### src/rtl/serial_adder_ctrl_pkg.sv
// Shared constants for the nibble-serial adder sequencer.
// State encodings and nibble width used by the top and the adder.
package serial_adder_ctrl_pkg;

  localparam int NIBBLE_W = 4;

  localparam logic [1:0] S_IDLE = 2'd0;
  localparam logic [1:0] S_RUN  = 2'd1;
  localparam logic [1:0] S_DONE = 2'd2;

endpackage

### src/rtl/serial_adder_ctrl_adder.sv
// Single shared 4-bit adder used once per nibble pass.
// Pure combinational; carry in and carry out chain through the caller.
module adder_4bit (
  input  logic [3:0] a_i,
  input  logic [3:0] b_i,
  input  logic       cin_i,
  output logic [3:0] sum_o,
  output logic       cout_o
);

  logic [4:0] full;

  assign full   = {1'b0, a_i} + {1'b0, b_i} + {4'b0, cin_i};
  assign sum_o  = full[3:0];
  assign cout_o = full[4];

endmodule

### src/rtl/serial_adder_ctrl.sv
// Nibble-serial WIDTH-bit adder: one shared 4-bit adder, LSB nibble first,
// carry held in a register between passes; valid/ready on both sides.
module serial_adder_ctrl
  import serial_adder_ctrl_pkg::*;
#(
  parameter int WIDTH = 16
) (
  input  logic             clk,
  input  logic             rst_n,
  input  logic             in_valid,
  output logic             in_ready,
  input  logic [WIDTH-1:0] in_a,
  input  logic [WIDTH-1:0] in_b,
  input  logic             in_cin,
  output logic             out_valid,
  input  logic             out_ready,
  output logic [WIDTH-1:0] out_sum,
  output logic             out_cout,
  output logic             busy
);

  localparam int NIBBLES = WIDTH / NIBBLE_W;
  localparam int CNT_W   = $clog2(NIBBLES);
  localparam logic [CNT_W-1:0] LAST_IDX = CNT_W'(NIBBLES - 1);

  logic [1:0]       state_q, state_d;
  logic [CNT_W-1:0] idx_q, idx_d;
  logic [WIDTH-1:0] a_q, a_d;
  logic [WIDTH-1:0] b_q, b_d;
  logic             carry_q, carry_d;
  logic [WIDTH-1:0] sum_q, sum_d;
  logic             cout_q, cout_d;

  logic [NIBBLE_W-1:0] a_nib, b_nib, s_nib;
  logic                s_cout;

  assign a_nib = a_q[idx_q*NIBBLE_W +: NIBBLE_W];
  assign b_nib = b_q[idx_q*NIBBLE_W +: NIBBLE_W];

  adder_4bit u_add (
    .a_i    (a_nib),
    .b_i    (b_nib),
    .cin_i  (carry_q),
    .sum_o  (s_nib),
    .cout_o (s_cout)
  );

  assign in_ready  = (state_q == S_IDLE);
  assign out_valid = (state_q == S_DONE);
  assign busy      = (state_q != S_IDLE);
  assign out_sum   = sum_q;
  assign out_cout  = cout_q;

  always_comb begin
    state_d = state_q;
    idx_d   = idx_q;
    a_d     = a_q;
    b_d     = b_q;
    carry_d = carry_q;
    sum_d   = sum_q;
    cout_d  = cout_q;
    unique case (1'b1)
      state_q == S_IDLE: begin
        if (in_valid) begin
          a_d     = in_a;
          b_d     = in_b;
          carry_d = in_cin;
          idx_d   = '0;
          state_d = S_RUN;
        end
      end
      state_q == S_RUN: begin
        sum_d[idx_q*NIBBLE_W +: NIBBLE_W] = s_nib;
        carry_d = s_cout;
        if (idx_q == LAST_IDX) begin
          cout_d  = s_cout;
          state_d = S_DONE;
        end else begin
          idx_d = idx_q + 1'b1;
        end
      end
      state_q == S_DONE: begin
        if (out_ready) state_d = S_IDLE;
      end
      default: state_d = S_IDLE;
    endcase
  end

  always_ff @(posedge clk or negedge rst_n) begin
    if (!rst_n) begin
      state_q <= S_IDLE;
      idx_q   <= '0;
      a_q     <= '0;
      b_q     <= '0;
      carry_q <= 1'b0;
      sum_q   <= '0;
      cout_q  <= 1'b0;
    end else begin
      state_q <= state_d;
      idx_q   <= idx_d;
      a_q     <= a_d;
      b_q     <= b_d;
      carry_q <= carry_d;
      sum_q   <= sum_d;
      cout_q  <= cout_d;
    end
  end

endmodule

### config.mk
export PLATFORM = sky130hd
export DESIGN_NAME = serial_adder_ctrl
export DESIGN_NICKNAME = d
export VERILOG_FILES = /design/src/rtl/serial_adder_ctrl_pkg.sv /design/src/rtl/serial_adder_ctrl_adder.sv /design/src/rtl/serial_adder_ctrl.sv
export SDC_FILE = /design/constraint.sdc
export NUM_CORES = 1
export LEC_CHECK = 0
export BUFFER_PORTS_ARGS = -buffer_cell sky130_fd_sc_hd__buf_2
export CAP_MARGIN = 20
export CELL_PAD_IN_SITES_DETAIL_PLACEMENT = 1
export CELL_PAD_IN_SITES_GLOBAL_PLACEMENT = 2
export CORE_UTILIZATION = 41
export CTS_BUF_LIST = sky130_fd_sc_hd__clkbuf_4
export DETAILED_ROUTE_END_ITERATION = 7
export GPL_ROUTABILITY_DRIVEN = 0
export PLACE_DENSITY_LB_ADDON = 0.2
export SLEW_MARGIN = 25
export SYNTH_ARGS = -nofsm -noshare
export SYNTH_HDL_FRONTEND = slang
export SYNTH_SLANG_ARGS = --single-unit
### constraint.sdc
create_clock -name clk -period 4.75 [get_ports clk]
set_input_delay 0.2375 -clock clk [delete_from_list [all_inputs] [get_ports clk]]
set_output_delay 0.2375 -clock clk [all_outputs]
set_load 0.05 [all_outputs]
==> results.md, run 1 <==
* Outcome: complete, no violations
* Average cell area after synthesis at roughly 15 um^2
* Resized Gates After CTS at 0
* Least-Margin Pin Slew at approximately 0.80 ns
* Detail Placement HPWL at about 4 mm
* Total of warnings raised by yosys at 0
* Critical path startpoint category: register
* Post-synth top area share at between 50% and 60%
* Overflow left after global routing at 0
* Non-filler instance count after layout at slightly above 300
* Final WS setup at between 1.5 and 2 ns
* Number of synthesized register bits at between 50 and 60
* H-tree level count at 2
* Number of different library cells in the post-synthesis netlist at 32
* Relative area change from synthesis to final layout at 16.58%
* Biggest area consumer among synthesized cells: sky130_fd_sc_hd__dfrtp_1
* Sort of element at the end of the critical path: register
* Clock buffers created by TritonCTS at 5
* Average via count per standard cell at 5.314
* Detailed Route Iter0 Violations at 29
* Cell Area, Synth at about 2500 um^2
* Clock latency at the later pin of the worst-skew pair at 0.37 ns
* Sinks on Clock Net at 54
* Endpoints failing setup at 0
* Width of the chip at 80.54 um
* Synth top area cells: sky130_fd_sc_hd__dfrtp_1 (53%), sky130_fd_sc_hd__mux2_2 (15%), sky130_fd_sc_hd__mux4_2 (7.1%)
* Max-slew violation total from the final report at 0
* Port Buffers at 56
* Leading register cell type out of synthesis: sky130_fd_sc_hd__dfrtp_1
* Data required time at the worst endpoint at approximately 5.0 ns
* Largest net degree at the start of global routing at 55
* Final routed wirelength across all metal layers at roughly 5.3 mm
* Commonest cells in the netlist: sky130_fd_sc_hd__dfrtp_1 (54), sky130_fd_sc_hd__mux2_2 (33), sky130_fd_sc_hd__a22o_1 (11)
* Final antenna-violating net count at 0
* Wirelength per Cell at between 15 and 20 um
* Initial core utilization at between 40% and 50%
* Clock Skew at 0.008456 ns
* Stage delay of the slowest cell on the critical path at about 0.9 ns
* Start-to-end type of the worst setup path: reg -> reg
* RSZ-0062 raised after global routing: no
* CTS tree: built
* # fillers at roughly 620
* Gate family responsible for the most delay along the worst path: adder cells
* Buffers from clock root to sink, at most at 2
* DRC violations left at 0
* Post-layout net count at 278
* First-pass DRT Iterations at 2
* Post-synthesis sequential area ratio at a little over half
* Number of placement rows at 28
* Total number of vias at approximately 1600
* Critical-path cell with the highest stage delay: sky130_fd_sc_hd__dfrtp_1
* Number of nets in the synthesized netlist at 220
* Fmax at approximately 330 MHz
* Worst slew margin relative to its limit at 46.38%
* Placeable core region at 5921 um^2
* Class of the tightest hold or removal check: in -> reg
* Inst Count DP at slightly below 300
* CTS Root Cell: sky130_fd_sc_hd__clkbuf_4
* Setup TNS at 0 ns
* Die boundary height at ~80 um
* Via count of the first global-routing pass at between 1500 and 2000
* Global-route usage over all layers at 18.38%
* Final hold viol count at 0
* Clock period minus final worst setup slack at 3.074 ns
* Global-route wire length before repair at just under 9 mm
* Async S/R FF share, synth at between 90% and 100%
* Crit path max fanout at 17
* Mapped Cells at between 150 and 200
* Clock transition at path regs at around 0.15 ns
* Initial antenna violation count at 0
* Leading cell type by number of instances after synthesis: sky130_fd_sc_hd__dfrtp_1
* Period Utilization, post-route at roughly two thirds
* CP Cell Sequence: mux4_2 > fa_1 > fa_1 > a21o_1 > a21oi_1 > a221oi_1
* Share of cells above drive strength 1 at a little under half
* Number of diodes at 0
* Total Die Area at ~6500 um^2
* Most used cell, CP: sky130_fd_sc_hd__fa_1
* Top-Level Pins at 57
* Maximum capacitance violations at 0
* Data arrival time of the critical path at approximately 3.3 ns
* Minimum setup slack after placement at around 1.6 ns
* Number of flops mapped to enable cells by yosys at 0
* Worst Path Buf+Inv at 0
-- per-stage QoR --
| stage | hold slack [ns] | instance area [um^2] | utilization (%) |
|---|---|---|---|
| global placement | 0.4699 | 2853 | 48.18 |
| CTS | 0.06146 | 2948 | 49.79 |
| floorplan | -0.05809 | 2529 | - |
| global route | 0.04599 | 2948 | 49.79 |
| finish | 0.08084 | 2948 | 49.79 |
| detailed placement | 0.3258 | 2855 | 48.22 |
-- state kept, by name, indices dropped and copies added (netlist names) --
name	flops
carry_q	1
idx_q	2
out_cout	1
b_q	16
state_q	2
out_sum	16
a_q	16
-- cell families after synthesis --
| logic type | count (synthesis) | synth area share [%] |
|---|---|---|
| AOI/OAI and AO/OA | 26 | 8.461 |
| xor gates and xnor gates | 2 | 0.6929 |
| adders and majority gates | 11 | 6.037 |
| buffers and inverters | 12 | 3.018 |
| DFF | 54 | 53.44 |
| muxes | 41 | 21.82 |
| and+or+nand+nor | 26 | 6.532 |
-- final cells by class --
type                       instances  area [um^2]  share of cell area, %
timing repair buffer              58        300.3                  10.19
sequential                        54         1351                  45.84
multi-input combinational        106         1101                  37.35
tap                               75        93.84                  3.183
clock buffer                       6        45.04                  1.528
clock inverter                     2        37.54                  1.273
inverter                           5        18.77                 0.6367
-- repair_timing --
action                    CTS  global route
hold buffers                1             0
hold endpoints to repair   54             0
buffers inserted            0             0
-- placed cells by master (no fill, tap or decap), drive strengths merged --
cell type,netlist,final
buf,6,57
dfrtp,54,54
mux2,33,33
a22o,11,11
ha,9,9
mux4,8,8
nand2,7,7
nor2,6,6
clkbuf,1,6
inv,5,5
a32o,4,4
nor2b,3,3
nand3b,3,3
nor4,2,2
a21oi,2,2
or3b,2,2
o31ai,2,2
fa,2,2
nor3b,2,2
nand2b,1,1
o21ai,1,1
a21o,1,1
o21ba,1,1
a221oi,1,1
a211oi,1,1
o21bai,1,1
a31oi,1,1
xor2,1,1
xnor2,1,1
bufinv,0,1
clkinvlp,0,1
dlygate4sd3,0,1
-- metal layers --
| layer | vias to the layer above | routed length, um | track usage (%) |
|---|---|---|---|
| met3 | 5 | 206 | 4.432 |
| met2 | 37 | 2803 | 31.95 |
| li1 | 751 | - | - |
| met4 | 0 | 60 | 5.357 |
| met1 | 833 | 2252 | 22.51 |
| met5 | - | 0 | 0 |
-- worst paths after layout --
kind,depth (start not counted),slack [ns],from,endpoint
worst max-delay path,6,1.68,idx_q[0]$_DFFE_PN0P_,carry_q$_DFFE_PN0P_
worst min-delay path,2,0.08,in_b[5],b_q[5]$_DFFE_PN0P_
worst max register to register,6,1.68,idx_q[0]$_DFFE_PN0P_,carry_q$_DFFE_PN0P_
worst min register to register,1,0.51,out_sum[11]$_DFFE_PN0P_,out_sum[11]$_DFFE_PN0P_
max in group asynchronous,2,3.86,rst_n,b_q[6]$_DFFE_PN0P_
min in group asynchronous,2,0.43,rst_n,out_sum[5]$_DFFE_PN0P_
Power of run 1 is not shown: default switching activity piles up to over one toggle a cycle in this logic, so the estimate is an artifact.
==> inputs of run 2 (changes only) <==
CORE_UTILIZATION = 34   (was 41)
clock period = 2.6 ns   (was 4.75 ns; I/O delays follow)
==> run 2 against run 1 <==
Against the previous run:
- non-clock buffer count rose by 38
- global-route usage fell by 2.2 points
- largest cell class unchanged
- cell count rose by 20%
- highest routed layer unchanged
- critical endpoint is now out_sum[15]$_DFFE_PN0P_
- utilization fell by 3.7 points
==> results.md, run 2 (synthesis results as in run 1) <==
* Outcome: complete, no violations
* Total Die Area at about 7800 um^2
* CTS Root Cell: sky130_fd_sc_hd__clkbuf_4
* Initial core utilization at about a third
* Post-layout net count at around 320
* Final WS setup at ~0.12 ns
* Number of placement rows at 31
* Clock transition at path regs at roughly 0.16 ns
* Die boundary height at ~88 um
* Via count of the first global-routing pass at between 1500 and 2000
* Final design instance area without fill at between 3000 and 4000 um^2
* Largest net degree at the start of global routing at 34
* Clock Skew at 0.01005 ns
* Total number of vias at ~1800
* Termination of the worst setup path: out_sum[15]$_DFFE_PN0P_
* Critical path startpoint category: register
* Sinks on Clock Net at 54
* Final routed wirelength across all metal layers at just under 6 mm
* Portion of total power attributed to the clock network at 8.4%
* Final antenna-violating net count at 0
* Clock buffers created by TritonCTS at 5
* Start-to-end type of the worst setup path: reg -> reg
* Leakage power at 0.001527 uW
* Wirelength per Cell at approximately 16 um
* Cell internal power dissipation at around 2500 uW
* H-tree level count at 2
* Overflow left after global routing at 0
* Area of placed instances at roughly 2900 um^2
* Switching component of the power at ~2100 uW
* Power per cell area at between 1000 and 1500 nW/um^2
* Register share of total power at about 32%
* Clock latency at the later pin of the worst-skew pair at ~0.37 ns
* Timing startpoint of the critical path: idx_q[0]$_DFFE_PN0P_
* Met3 global-route usage at under 10%
* Final hold viol count at 0
* Global-route wire length before repair at about 9.3 mm
* Global-route usage over all layers at 16.20%
* Met1 track demand over resource in global routing at roughly a fifth
* Worst vdd ir at 0.0005756 V
* Slack of the worst reg-to-reg path at 0.12 ns
* Detail Placement HPWL at a little over 4 mm
* Crit path max fanout at 10
* Data arrival time of the critical path at 2.75 ns
* Layer carrying the most global-route usage: met2
* Switching portion of total power at 45.33%
* First-pass DRT Iterations at 4
* Combinational share of power at approximately three fifths
* Class of the tightest hold or removal check: in -> reg
* Maximum capacitance violations at 0
* Relative area change from synthesis to final layout at 31.37%
* Global-route track usage on met2 at 28.95%
* Average via count per standard cell at between 4 and 5
* Max-slew violation total from the final report at 0
* Worst r2r dst: out_sum[15]$_DFFE_PN0P_
* Clock period minus final worst setup slack at 2.476 ns
* CTS tree: built
* Buffers from clock root to sink, at most at 2
* Detailed Route Iter0 Violations at 28
* Fmax at around 400 MHz
* Width of the chip at 88.24 um
* Port Buffers at 56
* Endpoints failing setup at 0
* Minimum setup slack after placement at 0.09256 ns
* Critical-path cell with the highest stage delay: sky130_fd_sc_hd__mux4_2
* Data required time at the worst endpoint at between 2 and 3 ns
* Initial antenna violation count at 0
* Sort of element at the end of the critical path: register
* Number of cell instances on the worst register-to-register path at 6
* Number of diodes at 0
* CP Cell Sequence: buf_4 > mux4_2 > ha_1 > nor2_1 > or3b_1 > a32o_1
* Most common library cell in the layout ignoring fill and taps: sky130_fd_sc_hd__buf_2
* Share of cells above drive strength 1 at a little over two fifths
* Period Utilization, post-route at a little over nine tenths
* Least-Margin Pin Slew at ~0.58 ns
* Worst slew margin relative to its limit at 61.55%
* DRC violations left at 0
* Stage delay of the slowest cell on the critical path at around 0.52 ns
* Start of the worst register-to-register path: idx_q[0]$_DFFE_PN0P_
* Placeable core region at 7214 um^2
* Top-Level Pins at between 50 and 60
* Most frequent cells in the layout: sky130_fd_sc_hd__buf_2 (56), sky130_fd_sc_hd__dfrtp_1 (53), sky130_fd_sc_hd__mux2_2 (33), sky130_fd_sc_hd__dlygate4sd3_1 (33), sky130_fd_sc_hd__a22o_1 (11)
[run 2: cell types whose count changed in the layout (fill, tap and decap cells not counted), sizes merged]
cell / change
clkinv: +2
buf: +6
bufinv: -1
dlygate4sd3: +32
clkinvlp: -1
[run 2: power by group through the flow]
stage	logic (uW)	registers, uW	clock network (uW)
2_1_floorplan	1770	1750	0
3_3_place_gp	2700	1500	0
3_5_place_dp	2720	1510	0
4_1_cts	2760	1490	407
5_1_grt	2990	1540	437
6_report	2750	1470	386
[run 2: area by class of cell]
type                            instances  area (um^2)
Sequential cell                        54         1353
Timing Repair Buffer                   96        663.1
Fill cell                             785         3892
Clock buffer                            6        45.04
Inverter                                5        18.77
Tap cell                               99        123.9
Multi-Input combinational cell        106         1105
Clock inverter                          2        13.76
[run 2: worst min path at each step]
stage,start,to,depth (start not counted)
floorplan,rst_n,a_q[0]$_DFFE_PN0P_,0
global route,out_ready,state_q[1]$_DFFE_PN0P_,3
finish,out_ready,state_q[1]$_DFFE_PN0P_,3
detailed placement,rst_n,out_sum[1]$_DFFE_PN0P_,1
global placement,rst_n,out_sum[1]$_DFFE_PN0P_,1
CTS,out_ready,state_q[1]$_DFFE_PN0P_,3
[run 2: critical path: cells and delay by family, from the launching register on]
family	cells	cell delay [ns]
AOI/OAI and AO/OA	1	0.28
DFF	1	0.44
adders and majority gates	1	0.41
buffers and inverters	1	0.21
muxes	1	0.52
and+or+nand+nor	2	0.52
[run 2: repair_timing]
action	4_1_cts	5_1_grt
hold buffers	33	0
endpoints found under the hold margin	56	0
buffers inserted	0	0
endpoints found under the setup margin	0	2
resized for setup	0	1
[run 2: routing by layer]
layer  wire [um]  part of all wire [%]
met2        3103                    53
met1        2551                    44
met3         149                   2.6
met5           0                     0
met4          29                  0.50
[run 2: stage by stage]
stage	TNS [ns]	total power, uW	hold WS (ns)	utilization (%)	instances
floorplan	0	3513	-0.1656	-	172
global placement	0	4197	0.1697	40.60	327
detailed placement	0	4222	0.1704	40.60	327
CTS	0	4653	0.02093	45.99	368
global route	-0.001080	4968	0.03165	46.05	368
finish	0	4606	0.03963	46.05	368
Power figures use the tool's default switching activity.
==> inputs of run 3 (changes only) <==
CORE_UTILIZATION = 41   (was 34)
clock period = 3.09 ns   (was 2.6 ns; I/O delays follow)
==> run 3 against run 2 <==
Against the previous run:
- count of clock-buffer cells in the layout down 1
- cell count down 8.7%
- critical path depth unchanged
- register-to-register slack gained 0.37 ns
- utilization increased by 8.7 points
- clock skew increased by 0.0086 ns
- worst setup slack better by 0.37 ns
- maximum frequency shrank 4.7%
- routed wire length fell by 2.3%
- largest cell class unchanged
- largest power group unchanged
==> results.md, run 3 (synthesis results as in run 1) <==
* Fraction of the core area covered by cells at the end of the flow at a little over half
* Total number of vias at between 1500 and 2000
* Global-route usage over all layers at 19.88%
* Max-slew violation total from the final report at 0
* Gate family responsible for the most delay along the worst path: adder cells
* Top routing layer in use: met4
* Width of the chip at 80.54 um
* Wire length on met1 at between 2 and 2.5 mm
* Clock buffers created by TritonCTS at 5
* CTS tree: built
* Period Utilization, post-route at a little over four fifths
* Die boundary height at about 81 um
* Port Buffers at 56
* Critical-path cell with the highest stage delay: sky130_fd_sc_hd__mux4_2
* Stage delay of the slowest cell on the critical path at 0.54 ns
* Sinks on Clock Net at 54
* Top-Level Pins at 57
* Resized Gates After CTS at 0
* Fmax at 384.8 MHz
* Setup TNS at 0 ns
* Leakage power at about 0.0015 uW
* Clock Skew at 0.01869 ns
* Final routed wirelength across all metal layers at 5.700 mm
* Area of placed instances at roughly 2900 um^2
* Clock transition at path regs at ~0.15 ns
* H-tree level count at 2
* Count of hold-fix buffers inserted at cts at 17
* Maximum capacitance violations at 0
* Via count of the first global-routing pass at 2007
* Total Die Area at 6486 um^2
* Number of post-CTS setup repair buffers at 0
* Worst hold margin at between 0.02 and 0.03 ns
* Met2 WL at roughly 3.2 mm
* CP Cell Sequence: mux4_2 > fa_1 > fa_1 > a21o_1 > a21oi_1 > a221oi_1
* Wirelength per Cell at about 17 um
* Relative area change from synthesis to final layout at 28.11%
* Data arrival time of the critical path at 2.84 ns
* Most common library cell in the layout ignoring fill and taps: sky130_fd_sc_hd__buf_2
* Average via count per standard cell at 5.256
* Overflow left after global routing at 0
* Outcome: complete, no violations
* DRC violations left at 0
* Largest net degree at the start of global routing at 55
* Non-filler instance count after layout at around 340
* CTS Root Cell: sky130_fd_sc_hd__clkbuf_4
* Data required time at the worst endpoint at between 3 and 4 ns
* Post-layout net count at 309
* Detail Placement HPWL at roughly 4.2 mm
* Critical path startpoint category: register
* RSZ-0062 raised after global routing: no
* Worst slew margin relative to its limit at between 50% and 60%
* Global-route wire length before repair at between 9 and 10 mm
* Clock latency at the later pin of the worst-skew pair at about 0.37 ns
* First-pass DRT Iterations at 3
* Final design instance area without fill at approximately 3200 um^2
* Most frequent cells in the layout: sky130_fd_sc_hd__buf_2 (55), sky130_fd_sc_hd__dfrtp_1 (54), sky130_fd_sc_hd__mux2_2 (33)
* Number of placement rows at 28
* Initial antenna violation count at 0
* Clock period minus final worst setup slack at about 2.6 ns
* Final antenna-violating net count at 0
* Sort of element at the end of the critical path: register
* Buffers from clock root to sink, at most at 2
* Met3 wire length at approximately 140 um
* Placeable core region at 5921 um^2
* Power per cell area at 1210 nW/um^2
* Start-to-end type of the worst setup path: reg -> reg
* Most used cell, CP: sky130_fd_sc_hd__fa_1
* Inst Count DP at 300
* Worst Path Buf+Inv at 0
* Least-Margin Pin Slew at 0.6878 ns
* Number of diodes at 0
* Crit path max fanout at 4
* Detailed Route Iter0 Violations at between 50 and 60
* Class of the tightest hold or removal check: in -> reg
* Worst vdd ir at ~0.00044 V
* Share of cells above drive strength 1 at between 40 and 50%
* Final hold viol count at 0
* Initial core utilization at 42.71%
* Endpoints failing setup at 0
[run 3: final cells by class]
type                    instances  area [um^2]
repair buffers                 89        603.1
multi-input cells             106         1101
fillers                       616         2681
clock inverters                 2        33.78
clock buffers                   5        37.54
inverters                       5        18.77
well taps                      75        93.84
flip-flops and latches         54         1351
[run 3: report_power, final]
part           switching (uW)  internal (uW)  total, uW
Sequential                219           1040       1250
Clock                     211            164        375
Combinational            1330            962       2290
[run 3: per-stage QoR]
stage	total power [uW]	setup WS, ns
after floorplan	2949	0.3893
after global placement	3486	0.5898
after detailed placement	3569	0.5036
after CTS	3969	0.4814
after global routing	4228	0.3993
final	3919	0.4913
[run 3: metal layers]
layer	up-vias	track usage, %
met5	-	0
met4	0	5.357
met3	6	4.205
met2	40	37.03
met1	906	22.72
li1	814	-
[run 3: final timing paths]
| check | start | endpoint | slack [ns] | depth (start not counted) |
|---|---|---|---|---|
| worst max-delay path | idx_q[0]$_DFFE_PN0P_ | carry_q$_DFFE_PN0P_ | 0.49 | 6 |
| worst min-delay path | in_a[4] | a_q[4]$_DFFE_PN0P_ | 0.03 | 2 |
| worst max register to register | idx_q[0]$_DFFE_PN0P_ | carry_q$_DFFE_PN0P_ | 0.49 | 6 |
| worst min register to register | out_sum[10]$_DFFE_PN0P_ | out_sum[10]$_DFFE_PN0P_ | 0.50 | 2 |
| max in group asynchronous | rst_n | a_q[1]$_DFFE_PN0P_ | 2.26 | 2 |
| min in group asynchronous | rst_n | out_sum[9]$_DFFE_PN0P_ | 0.35 | 2 |
